### config.mk
export PLATFORM = sky130hd
export DESIGN_NAME = contador_ctrl
export DESIGN_NICKNAME = d
export VERILOG_FILES = /design/src/rtl/contador_pkg.sv /design/src/rtl/contador_sinc.sv /design/src/rtl/contador_ctrl.sv
export SDC_FILE = /design/constraint.sdc
export NUM_CORES = 1
export LEC_CHECK = 0
export ABC_AREA = 1
export CORE_MARGIN = 2
export CORE_UTILIZATION = 45
export CTS_BUF_LIST = sky130_fd_sc_hd__clkbuf_4
export CTS_CLUSTER_SIZE = 20
export DETAILED_ROUTE_END_ITERATION = 10
export GPL_TIMING_DRIVEN = 0
export PLACE_DENSITY = 0.71
export SLEW_MARGIN = 0
export SYNTH_ARGS = -nofsm -noshare
export SYNTH_HDL_FRONTEND = slang
export SYNTH_SLANG_ARGS = --single-unit
### constraint.sdc
create_clock -name clk -period 2.5 [get_ports clk]
set_clock_uncertainty 0.15 [all_clocks]
set_input_delay 0.625 -clock clk [delete_from_list [all_inputs] [get_ports clk]]
set_output_delay 0.625 -clock clk [all_outputs]
set_load 0.005 [all_outputs]
### src/rtl/contador_pkg.sv
// Shared state encoding and mode constants for the contador counter sequencer.
package contador_pkg;

    typedef enum logic [1:0] {
        IDLE  = 2'd0,
        RUN   = 2'd1,
        PAUSE = 2'd2,
        DONE  = 2'd3
    } state_t;

    localparam logic MODE_ONESHOT = 1'b0;
    localparam logic MODE_RELOAD  = 1'b1;

endpackage

### src/rtl/contador_sinc.sv
// WIDTH-bit counter register: load has priority over increment; async active-low clear.
module contador_sinc #(
    parameter int unsigned WIDTH = 4
) (
    input  logic             clk,
    input  logic             CLR,
    input  logic             en,
    input  logic             load,
    input  logic [WIDTH-1:0] d,
    output logic [WIDTH-1:0] q
);

    always_ff @(posedge clk or negedge CLR) begin
        if (!CLR) begin
            q <= '0;
        end else if (load) begin
            q <= d;
        end else if (en) begin
            q <= q + 1'b1;
        end
    end

endmodule

### src/rtl/contador_ctrl.sv
// Counter sequencer: FSM, prescaler, start-time capture of config and done pulse generation.
module contador_ctrl
    import contador_pkg::*;
#(
    parameter int unsigned WIDTH = 4,
    parameter int unsigned PRESC = 1
) (
    input  logic             clk,
    input  logic             CLR,
    input  logic             start,
    input  logic             stop,
    input  logic             abort,
    input  logic             mode,
    input  logic [WIDTH-1:0] load_val,
    input  logic [WIDTH-1:0] limit,
    output logic [WIDTH-1:0] Q,
    output logic             busy,
    output logic             done,
    output logic [1:0]       state
);

    localparam int unsigned PW = (PRESC > 1) ? $clog2(PRESC) : 1;
    localparam logic [PW-1:0] PRESC_MAX = PW'(PRESC - 1);

    state_t           r_state;
    logic [PW-1:0]    r_presc;
    logic [WIDTH-1:0] r_lim;
    logic [WIDTH-1:0] r_load;
    logic             r_mode;
    logic             r_busy;
    logic             r_done;

    logic             w_tick;
    logic             w_term;
    logic             w_start_ok;
    logic             w_en;
    logic             w_load;
    logic [WIDTH-1:0] w_d;

    assign w_tick     = (r_state == RUN) && (r_presc == PRESC_MAX);
    assign w_term     = (Q == r_lim);
    assign w_start_ok = start && !stop;

    // Datapath control; stop freezes Q even on a tick edge.
    always_comb begin
        w_en   = 1'b0;
        w_load = 1'b0;
        w_d    = '0;
        if (abort) begin
            w_load = 1'b1;
        end else if ((r_state == RUN) && !stop && w_tick) begin
            if (!w_term) begin
                w_en = 1'b1;
            end else if (r_mode == MODE_RELOAD) begin
                w_load = 1'b1;
                w_d    = r_load;
            end
        end else if (w_start_ok && ((r_state == IDLE) || (r_state == DONE))) begin
            w_load = 1'b1;
            w_d    = load_val;
        end
    end

    always_ff @(posedge clk or negedge CLR) begin
        if (!CLR) begin
            r_state <= IDLE;
            r_presc <= '0;
            r_lim   <= '0;
            r_load  <= '0;
            r_mode  <= MODE_ONESHOT;
            r_busy  <= 1'b0;
            r_done  <= 1'b0;
        end else begin
            r_done <= 1'b0;
            if (abort) begin
                r_state <= IDLE;
                r_presc <= '0;
                r_busy  <= 1'b0;
            end else begin
                unique case (r_state)
                    IDLE, DONE: begin
                        if (w_start_ok) begin
                            r_state <= RUN;
                            r_lim   <= limit;
                            r_load  <= load_val;
                            r_mode  <= mode;
                            r_presc <= '0;
                            r_busy  <= 1'b1;
                        end
                    end
                    RUN: begin
                        if (stop) begin
                            r_state <= PAUSE;
                        end else if (w_tick) begin
                            r_presc <= '0;
                            if (w_term) begin
                                r_done <= 1'b1;
                                if (r_mode == MODE_ONESHOT) begin
                                    r_state <= DONE;
                                    r_busy  <= 1'b0;
                                end
                            end
                        end else begin
                            r_presc <= r_presc + 1'b1;
                        end
                    end
                    PAUSE: begin
                        if (w_start_ok) begin
                            r_state <= RUN;
                        end
                    end
                    default: r_state <= IDLE;
                endcase
            end
        end
    end

    contador_sinc #(
        .WIDTH(WIDTH)
    ) u_sinc (
        .clk  (clk),
        .CLR  (CLR),
        .en   (w_en),
        .load (w_load),
        .d    (w_d),
        .q    (Q)
    );

    assign busy  = r_busy;
    assign done  = r_done;
    assign state = r_state;

endmodule

# == Word level (Yosys, flattened, before mapping) ==
# Cells that the tools add are included.
# totals
reg_bits,18
input_bits,14
elab_cells,80
# classes
addsub,2
eq_ne,13
n_mux,39
bitwise_logic,2
reduce_logical,16
# ops
operator,count
4-bit two-way mux,7
1-bit two-way mux,23
3-bit inequality test (second input constant),5
2-bit two-way mux,6
4-bit inequality test (second input constant),3
3-bit AND reduction,2
6-bit AND reduction,1
1-bit logical AND,5
4-bit by 1-bit adder with 4-bit output (second input constant),1
2-bit equality test (second input constant),2
4-bit equality test,1
1-bit case mux with 2 select lines,2
2-bit case mux with 2 select lines,1
4-bit AND reduction,1
3-bit by 1-bit inequality test with 1-bit output (second input constant),1
3-bit nonzero test,1
3-bit OR reduction,1
2-bit by 1-bit equality test with 1-bit output (second input constant),1
2-bit zero test,1
1-bit NOT,2
2-bit nonzero test,1
2-bit OR reduction,1
1-bit adder (second input constant),1
1-bit zero test,1
1-bit logical OR,1

# == Logic depth before layout (Yosys ltp) ==
# Gate-level depths: netlist (run 1).
# logic_depth
depth_word,7
mapped_depth,10
ltp_nobuf,10

# == By module ==
# From an unflattened synthesis (run 1), not the netlist that was laid out.
# unflattened
cells_unflattened,150
area_unflattened_um2,1133.6
# by_module_without_submodules
module,instances,cells_per_inst,area_each_um2
contador_ctrl,1,123,914.6
contador_sinc,1,27,219.0

# == Worst setup path before layout (run 1) ==
# OpenSTA, ideal clock, no wires.
# synth_path
path_kind,input to register
startpoint,in start
endpoint,reg u_sinc.q[0]
t_arrival_ns,1.379
t_required_ns,2.227
slack_ns,0.848
stages,9
n_path_buf,0
path_cell_list,inv_1 > nor2_1 > nand2_1 > nor2_2 > nor2_2 > nand2_1 > clkinv_2 > o21ai_1 > a21oi_1
# synth_between
elab_chain_cells,6
word_cells_on_any_way,10
# synth_lines
item,line,text
start: declaration,contador_ctrl.sv:10,"input logic start,"
1-bit logical AND *,contador_ctrl.sv:42,assign w_start_ok = start && !stop;
1-bit logical AND *,contador_ctrl.sv:58,end else if (w_start_ok && ((r_state == IDLE) || (r_state == DONE))) begin
4-bit two-way mux / 1-bit two-way mux (equally long branches),contador_ctrl.sv:58,
4-bit two-way mux / 1-bit two-way mux (equally long branches),contador_ctrl.sv:51,end else if ((r_state == RUN) && !stop && w_tick) begin
4-bit two-way mux / 1-bit two-way mux (equally long branches),contador_ctrl.sv:49,if (abort) begin
4-bit two-way mux / 2-bit nonzero test (equally long branches),-,
end signal: assignment,contador_sinc.sv:19,q <= q + 1'b1;
end: declaration,contador_sinc.sv:10,output logic [WIDTH-1:0] q
# Mark *: on every way between the ends. The rest lies on a longest branch, timed or not.
# A chain may end at the register's enable or synchronous reset.

# == Worst setup path after layout (run 1) ==
# layout_path
startpoint,reg u_sinc.q[2]
endpoint,out Q[2]
# layout_lines
item,line,text
end: declaration,contador_ctrl.sv:16,"output logic [WIDTH-1:0] Q,"
# No word-level cell between the ends.

==> flow_summary.yaml, run 1 <==
flow_run:
  maxCapViolations: 0
yosys:
  synth.net_count: 165
  synthCells: 148
  ys_top_cells_by_area: "dfrtp_1, nand2_1, inv_1"
  yosysSeqAreaShare_pct: 40.72
  syn-mean-instance-area_sq_um: 7.473
  netlist-cell-type-count: 23
  yosysWarnings: 0
  yosysTopAreaCellShare_pct: 40.72
  synth_top_area_cell: "dfrtp_1"
  synth_area_sq_um: 1106
  ys_ff_latch: 18
min_path:
  hold_path.class: "reg -> reg"
  worstHoldStart: "r_load[1]$_DFFE_PN0P_"
clock_network:
  h-tree-depth: 1
  cts_root_buffer: "clkbuf_4"
  cts_resized: 0
  cts_setup_buffers: 0
  cts_tree: "yes"
  ctsHoldBuffers: 0
  cts_buffers: 3
  cts.path.max_buffers: 2
  cts_sinks: 18
  clock_latency_ns: 0.30
  clk_pin_slew_ns: 0.10
timing:
  timing.slew.headroom_pct: 46.37
  timing.fmax_mhz: 485.8
  setup_viol: 0
  post-route-min-period_ns: 2.058
  finalHoldViolCount: 0
  final.period_utilization_pct: 82.33
  fin_setup_tns_ns: 0
  rsz0062_at_grt: "no"
  setup_ws_ns: 0.4417
  worst_pin_slew_ns: 0.8019
  slew_violations: 0
cells_and_area:
  area_growth_syn_to_layout_pct: 24.55
  final_cell_mix: "nand2_1, clkdlybuf4s50_1, inv_1"
  antenna_cells: 0
  final_common_cell: "nand2_1"
  drive_gt1_share_pct: 11.56
  n_fill_cell: 213
  layout.nets: 191
pwr:
  ir_drop_uv: 388.8
  p_sw_share_pct: 37.37
  power_density_nw_per_um2: 676.5
  p_int_mw: 0.5836
  p_clk_share_pct: 15.9
  seqPwrFrac_pct: 45.2
  switching_power_mw: 0.3483
  p_comb_share_pct: 38.9
  leakage_nw: 0.6599
setup_path:
  critical-path-top-delay-family: "buffers and inverters"
  slowest_delay_ns: 0.53
  crit_fanout: 6
  worstPathArrival_ns: 1.28
  crit_buf_inv: 1
  reg2reg_slack_ns: 0.69
  path_cells: "clkdlybuf4s50_1"
  setup.worst_path.start: "u_sinc.q[2]$_DFFE_PN0P_"
  end_kind: "output pin"
  worstSetupPathType: "reg -> out"
  crit_path_start_kind: "flip-flop"
  crit_path_top_delay_cell: "clkdlybuf4s50_1"
  timing.rr.start: "state[1]$_DFFE_PN0P_"
  cp_data_required_time_ns: 1.73
grt:
  use_met3_pct: 5.833
  grt_pass1_wl_mm: 4.029
  grtUsageTotal_pct: 19.51
  gr-total-overflow: 0
  antenna_found_initial: 0
  use_met2_pct: 33.13
  grt_use_met1_pct: 24.43
  grt_max_degree: 19
  busiest_layer: "met2"
  grt_pass1_vias: 927
die:
  rows: 17
  start_util_pct: 48.60
  dieArea_sq_um: 2870
  die_x_um: 53.58
  die_y_um: 53.58
  core_area_sq_um: 2276
  ios: 22
routing:
  drc: 0
  first_pass_iters: 4
  post_drt_via_cell_ratio: 5.144
  num_vias: 1034
  antenna_left: 0
  wl_per_cell_um: 11.76
  initialDrtViolationCount: 16
  routed_wl_mm: 2.363
place:
  port_buffers: 21
  pre_cts_slack_ns: 0.1902
  place_hpwl_mm: 1.829
  gp_congestion: 0.8634
outcome:
  outcome: "finished, final reports clean"
-- final cells by class --
cell class,instances,area (sq um),share of cell area [%]
buffer,1,5.005,0.3633
clock buffer,3,22.52,1.635
clock inverter,1,3.754,0.2725
inverter,23,88.84,6.449
multi-input combinational,106,561.8,40.78
sequential,18,450.4,32.70
tap,28,35.03,2.543
timing repair buffer,21,210.2,15.26
-- logic make-up after synthesis --
kind of cell | share of synthesized area (%)
AOI/OAI and AO/OA | 13.01
and+or+nand+nor | 32.81
buffers and inverters | 8.484
xor gates and xnor gates | 1.584
DFF | 40.72
adders and majority gates | 3.394
-- power by group through the flow --
stage / clock network [mW] / registers, mW / logic [mW]
floorplan: 0 / 0.416 / 0.245
global placement: 0 / 0.423 / 0.350
detailed placement: 0 / 0.427 / 0.364
CTS: 0.152 / 0.422 / 0.365
global route: 0.167 / 0.431 / 0.413
finish: 0.148 / 0.421 / 0.362
-- synth_stat cells, drive strengths merged --
master	n
nor3	1
nand2	36
o31ai	1
nand3	12
buf	1
dfrtp	18
clkinv	2
ha	3
inv	21
xor2	2
o21ai	15
a22oi	1
nor2	20
nand3b	5
a21oi	10
-- final timing paths --
| path | end | cells after the start |
|---|---|---|
| worst max-delay path | Q[2] | 1 |
| worst min-delay path | r_load[1]$_DFFE_PN0P_ | 2 |
| worst max register to register | u_sinc.q[2]$_DFFE_PN0P_ | 9 |
| worst min register to register | r_load[1]$_DFFE_PN0P_ | 2 |
| max in group asynchronous | r_load[3]$_DFFE_PN0P_ | 1 |
| min in group asynchronous | state[0]$_DFFE_PN0P_ | 1 |
-- sequential cells by signal (all words and copies together) (netlist names) --
register,flops
busy,1
done,1
r_lim,4
r_load,4
r_mode,1
r_presc,1
state,2
u_sinc.q,4
-- worst reg2reg max path, stage by stage, from the launching register on --
cell and delay (ns):
dfrtp_1 0.41, inv_1 0.08, ha_1 0.28, nand3_2 0.19, nor2_1 0.13, nand3_1 0.12
nand2_1 0.10, clkinv_2 0.07, o21ai_1 0.09, a21oi_1 0.08
-- metal layers --
| metal | vias up | routed length (um) |
|---|---|---|
| li1 | 523 | - |
| met1 | 479 | 1117 |
| met2 | 30 | 1106 |
| met3 | 2 | 124 |
| met4 | 0 | 14 |
| met5 | - | 0 |
-- through the flow --
stage	instances	area (sq um)	hold slack (ns)	power (mW)	util (%)
6_report	201	1378	0.3474	0.9319	60.53
5_1_grt	201	1378	0.3835	1.011	60.53
4_1_cts	201	1378	0.3528	0.9395	60.53
3_5_place_dp	197	1351	0.3281	0.7910	59.37
3_3_place_gp	197	1351	0.3207	0.7734	59.37
2_1_floorplan	148	1106	0.1794	0.6606	-
Note: power is estimated with default switching activity, not from simulation.
==> run 2: changes to the inputs <==
--- a/config.mk
+++ b/config.mk
@@ -12,7 +12,7 @@
 export CTS_CLUSTER_SIZE = 20
 export DETAILED_ROUTE_END_ITERATION = 10
 export GPL_TIMING_DRIVEN = 0
-export PLACE_DENSITY = 0.71
+export PLACE_DENSITY = 0.74
 export SLEW_MARGIN = 0
 export SYNTH_ARGS = -nofsm -noshare
 export SYNTH_HDL_FRONTEND = slang
==> constraint.sdc (replaced) <==
create_clock -name clk -period 1.7 [get_ports clk]
set_clock_uncertainty 0.15 [all_clocks]
set_input_delay 0.425 -clock clk [delete_from_list [all_inputs] [get_ports clk]]
set_output_delay 0.425 -clock clk [all_outputs]
set_load 0.005 [all_outputs]
==> flow_summary.yaml, run 2 (synthesized netlist as in run 1, its figures left out) <==
timing:
  setup_viol: 0
  timing.slew.headroom_pct: 48.37
  post-route-min-period_ns: 1.698
  setup_ws_ns: 0.001559
  finalHoldViolCount: 0
  final.period_utilization_pct: 99.91
  fin_setup_tns_ns: 0
  slew_violations: 0
  rsz0062_at_grt: "yes"
  worst_pin_slew_ns: 0.7720
  timing.fmax_mhz: 588.8
clock_network:
  clock_latency_ns: 0.29
  cts_tree: "yes"
  h-tree-depth: 1
  cts_root_buffer: "clkbuf_4"
  cts.path.max_buffers: 2
  cts_sinks: 18
  clk_pin_slew_ns: 0.10
  cts_buffers: 3
die:
  core_area_sq_um: 2276
  ios: 22
  dieArea_sq_um: 2870
  rows: 17
  die_y_um: 53.58
  die_x_um: 53.58
  start_util_pct: 48.60
cells_and_area:
  largest_registers: "r_lim: 4 flops, r_load: 4 flops, u_sinc.q: 4 flops"
  post-route-cell-area_sq_um: 1639
  drive_gt1_share_pct: 33.33
  fin_cells: 214
  area_growth_syn_to_layout_pct: 48.19
  layout.nets: 205
  final_cell_mix: "nand2_1, inv_1, dfrtp_1"
  antenna_cells: 0
  final_common_cell: "nand2_1"
grt:
  gr-total-overflow: 0
  antenna_found_initial: 0
  grt_max_degree: 20
  grt_pass1_vias: 1023
  grt_pass1_wl_mm: 4.084
  grtUsageTotal_pct: 19.61
place:
  place_inst: 197
  dpl_cell_area_sq_um: 1351
  pre_cts_slack_ns: -0.4137
  place_hpwl_mm: 1.847
  port_buffers: 21
  gp_congestion: 0.8304
routing:
  wl_per_cell_um: 12.75
  antenna_left: 0
  post_drt_via_cell_ratio: 5.257
  drc: 0
  num_vias: 1125
  initialDrtViolationCount: 24
  first_pass_iters: 4
  routed_wl_mm: 2.728
pwr:
  p_sw_share_pct: 39.29
  switching_power_mw: 0.6309
  seqPwrFrac_pct: 38.6
  leakage_nw: 0.8005
  ir_drop_uv: 689.2
  p_comb_share_pct: 48.8
  p_clk_share_pct: 12.6
  power_density_nw_per_um2: 979.7
  p_total_mw: 1.606
  p_int_mw: 0.9750
setup_path:
  end_kind: "flip-flop"
  cp_data_required_time_ns: 1.72
  worstSetupPathType: "reg -> reg"
  worstPathArrival_ns: 1.72
  crit_fanout: 5
  crit_path_start_kind: "flip-flop"
flow_run:
  maxCapViolations: 0
outcome:
  outcome: "finished, final reports clean"
min_path:
  hold_path.class: "reg -> reg"
run 2: critical path, stage by stage (launching register included):
cell and delay, ns:
dfrtp_1 0.38, buf_4 0.15, nand2_1 0.07, nand2_2 0.06, nor2_4 0.21, nand2_4 0.11, nand2_4 0.13, nand3_4 0.11
nor2_1 0.15, a21oi_1 0.06
run 2: area by class of cell:
cell class                      instances  area, sq um
Sequential cell                        18        454.2
Inverter                               23        91.34
Timing Repair Buffer                   36        321.6
Tap cell                               28        35.03
Clock buffer                            3        22.52
Multi-Input combinational cell        106        714.4
Fill cell                             176        636.9
run 2: worst paths after layout:
path / startpoint / endpoint / slack [ns] / cells past startpoint
setup / recovery: u_sinc.q[2]$_DFFE_PN0P_ / u_sinc.q[1]$_DFFE_PN0P_ / 0.002 / 9
hold / removal: busy$_DFFE_PN0P_ / busy$_DFFE_PN0P_ / 0.34 / 2
min in group asynchronous: CLR / r_presc$_DFFE_PN0P_ / 0.43 / 1
max in group asynchronous: CLR / u_sinc.q[1]$_DFFE_PN0P_ / 0.43 / 1
hold reg to reg: busy$_DFFE_PN0P_ / busy$_DFFE_PN0P_ / 0.34 / 2
setup reg to reg: u_sinc.q[2]$_DFFE_PN0P_ / u_sinc.q[1]$_DFFE_PN0P_ / 0.002 / 9
run 2: power by group through the flow:
| stage | Sequential (mW) | Clock [mW] | Combinational, mW |
|---|---|---|---|
| global route | 0.636 | 0.227 | 0.863 |
| global placement | 0.622 | 0 | 0.512 |
| floorplan | 0.612 | 0 | 0.360 |
| detailed placement | 0.627 | 0 | 0.538 |
| finish | 0.620 | 0.202 | 0.784 |
| CTS | 0.600 | 0.209 | 0.593 |
run 2: metrics by stage:
step	hold slack, ns	util, %
2_1_floorplan	-0.02059	-
3_3_place_gp	0.3209	59.37
3_5_place_dp	0.3294	59.37
4_1_cts	0.3535	62.89
5_1_grt	0.3895	72.02
6_report	0.3425	72.02
run 2: metal layers:
| layer | wire, um | global-route usage [%] | vias up |
|---|---|---|---|
| met4 | 9 | 7.692 | 0 |
| met2 | 1437 | 34.16 | 23 |
| li1 | - | - | 553 |
| met3 | 92 | 3.611 | 2 |
| met1 | 1189 | 23.89 | 547 |
| met5 | 0 | 0 | - |
run 2: timing repair:
item / 4_1_cts / 5_1_grt
buffers inserted: 5 / 12
pin swaps: 0 / 13
hold buffers: 0 / 0
resized for setup: 16 / 42
endpoints found under the setup margin: 22 / 8
==> run 3: changes to the inputs <==
--- a/config.mk
+++ b/config.mk
@@ -6,11 +6,11 @@
 export NUM_CORES = 1
 export LEC_CHECK = 0
 export ABC_AREA = 1
-export CORE_MARGIN = 2
 export CORE_UTILIZATION = 45
 export CTS_BUF_LIST = sky130_fd_sc_hd__clkbuf_4
 export CTS_CLUSTER_SIZE = 20
 export DETAILED_ROUTE_END_ITERATION = 10
+export GPL_ROUTABILITY_DRIVEN = 0
 export GPL_TIMING_DRIVEN = 0
 export PLACE_DENSITY = 0.74
 export SLEW_MARGIN = 0
==> flow_summary.yaml, run 3 (synthesized netlist as in run 1, its figures left out) <==
setup_path:
  slowest_delay_ns: 0.48
  crit_fanout: 6
  crit_top_cell: "nor2_4"
  worstSetupPathType: "in -> reg"
  reg2reg_depth: 10
  reg2reg_slack_ns: 0
  cp.depth: 10
  end_kind: "flip-flop"
  critical-path-top-delay-family: "buffers and inverters"
  crit_path_top_delay_cell: "clkdlybuf4s50_1"
  timing.rr.start: "u_sinc.q[0]$_DFFE_PN0P_"
  r2r_end: "u_sinc.q[1]$_DFFE_PN0P_"
  crit_path_start_kind: "primary input"
  worstPathArrival_ns: 1.77
  crit_path_end: "u_sinc.q[0]$_DFFE_PN0P_"
  setup.worst_path.start: "start"
  crit_buf_inv: 3
  path_cells: "clkdlybuf4s50_1 > inv_1 > nor2_4 > nand2_4 > nor2_4 > nor2_4 > nand2_2 > inv_4 > o21ai_1 > a21oi_2"
  cp_data_required_time_ns: 1.74
grt:
  antenna_found_initial: 0
  grt_pass1_vias: 990
  gr-total-overflow: 0
  grtUsageTotal_pct: 20.97
  grt_pass1_wl_mm: 4.112
  grt_max_degree: 20
pwr:
  p_clk_share_pct: 13.5
  p_comb_share_pct: 48.0
  p_sw_share_pct: 38.63
  seqPwrFrac_pct: 38.5
  p_int_mw: 0.9624
  switching_power_mw: 0.6058
  leakage_nw: 0.8023
  power_density_nw_per_um2: 975.4
  ir_drop_uv: 699.6
die:
  start_util_pct: 49.06
  die_y_um: 51.58
  die_x_um: 51.58
  ios: 22
  core_area_sq_um: 2255
  dieArea_sq_um: 2660
  rows: 17
cells_and_area:
  final_cell_mix: "nand2_1, inv_1, buf_4"
  antenna_cells: 0
  area_growth_syn_to_layout_pct: 45.36
  final_common_cell: "nand2_1"
  drive_gt1_share_pct: 28.57
  layout.nets: 208
  largest_registers: "r_lim: 4 flops, r_load: 4 flops, u_sinc.q: 4 flops"
timing:
  final.period_utilization_pct: 102.3
  timing.fmax_mhz: 575.2
  post-route-min-period_ns: 1.739
  rsz0062_at_grt: "yes"
  worst_pin_slew_ns: 0.7819
  fin_hold_ws_ns: 0.3439
  slew_violations: 0
  finalHoldViolCount: 0
  timing.slew.headroom_pct: 47.71
  setup_ws_ns: -0.03864
  setup_viol: 2
place:
  place_hpwl_mm: 1.796
  pre_cts_slack_ns: -0.4012
  port_buffers: 21
routing:
  drc: 0
  routed_wl_mm: 2.962
  num_vias: 1159
  first_pass_iters: 4
  initialDrtViolationCount: 34
  wl_per_cell_um: 13.65
  antenna_left: 0
  post_drt_via_cell_ratio: 5.341
outcome:
  violations: "setup timing"
  outcome: "finished with violations"
clock_network:
  cts_sinks: 18
  cts_root_buffer: "clkbuf_4"
  cts_buffers: 3
  h-tree-depth: 1
  clock_latency_ns: 0.29
  clk_pin_slew_ns: 0.10
  cts_tree: "yes"
  ctsHoldBuffers: 0
  cts.path.max_buffers: 2
min_path:
  hold_path.class: "reg -> reg"
flow_run:
  maxCapViolations: 0
-- run 3: worst min path at each step --
stage | startpoint | to | slack [ns] | depth (start not counted)
after global routing | r_load[1]$_DFFE_PN0P_ | r_load[1]$_DFFE_PN0P_ | 0.39 | 2
final | r_load[1]$_DFFE_PN0P_ | r_load[1]$_DFFE_PN0P_ | 0.34 | 2
after floorplan | CLR | busy$_DFFE_PN0P_ | -0.02 | 0
after detailed placement | r_load[2]$_DFFE_PN0P_ | r_load[2]$_DFFE_PN0P_ | 0.33 | 2
after global placement | r_load[2]$_DFFE_PN0P_ | r_load[2]$_DFFE_PN0P_ | 0.32 | 2
after CTS | r_load[2]$_DFFE_PN0P_ | r_load[2]$_DFFE_PN0P_ | 0.35 | 2
-- run 3: power by group through the flow --
stage               clock, mW  combinational [mW]  sequential (mW)
floorplan                   0               0.360            0.612
global placement            0               0.514            0.621
detailed placement          0               0.537            0.625
CTS                     0.211               0.599            0.597
global route            0.232               0.822            0.618
finish                  0.212               0.752            0.604
-- run 3: worst register-to-register path: stages, from the launching register on --
cell and delay [ns]:
dfrtp_1 0.36, buf_4 0.14, inv_1 0.08, nand2_1 0.06, nand2_1 0.08, nor2_4 0.19, nand2_2 0.14, nand2_4 0.12
nand3_4 0.10, nor2_2 0.14, a21oi_2 0.05
-- run 3: layout make-up --
class / instances / area [sq um]
flip-flops and latches: 18 / 454.2
well taps: 28 / 35.03
multi-input cells: 106 / 668.1
fillers: 197 / 646.9
clock buffers: 3 / 22.52
repair buffers: 39 / 336.6
inverters: 23 / 91.34
-- run 3: stage by stage --
| stage | std cells | setup TNS [ns] | power [mW] | area, sq um | util [%] |
|---|---|---|---|---|---|
| after floorplan | 148 | 0 | 0.9715 | 1106 | - |
| after global placement | 197 | -5.571 | 1.135 | 1351 | 59.93 |
| after detailed placement | 197 | -6.031 | 1.162 | 1351 | 59.93 |
| after CTS | 205 | 0 | 1.407 | 1438 | 63.76 |
| after global routing | 217 | -0.4041 | 1.673 | 1608 | 71.31 |
| final | 217 | -0.04103 | 1.568 | 1608 | 71.31 |
-- run 3: repair_timing --
item / 4_1_cts / 5_1_grt
endpoints found under the setup margin: 22 / 7
pin swaps: 0 / 8
gates resized for setup: 18 / 21
setup buffers: 6 / 12
-- run 3: metal layers --
metal | global-route usage, % | share of wire (%) | vias to the layer above
met4 | 8.108 | 3.3 | 0
met5 | 0 | 0 | -
met1 | 26.03 | 42 | 547
met3 | 3.509 | 4.3 | 13
met2 | 36.15 | 51 | 39
li1 | - | - | 560
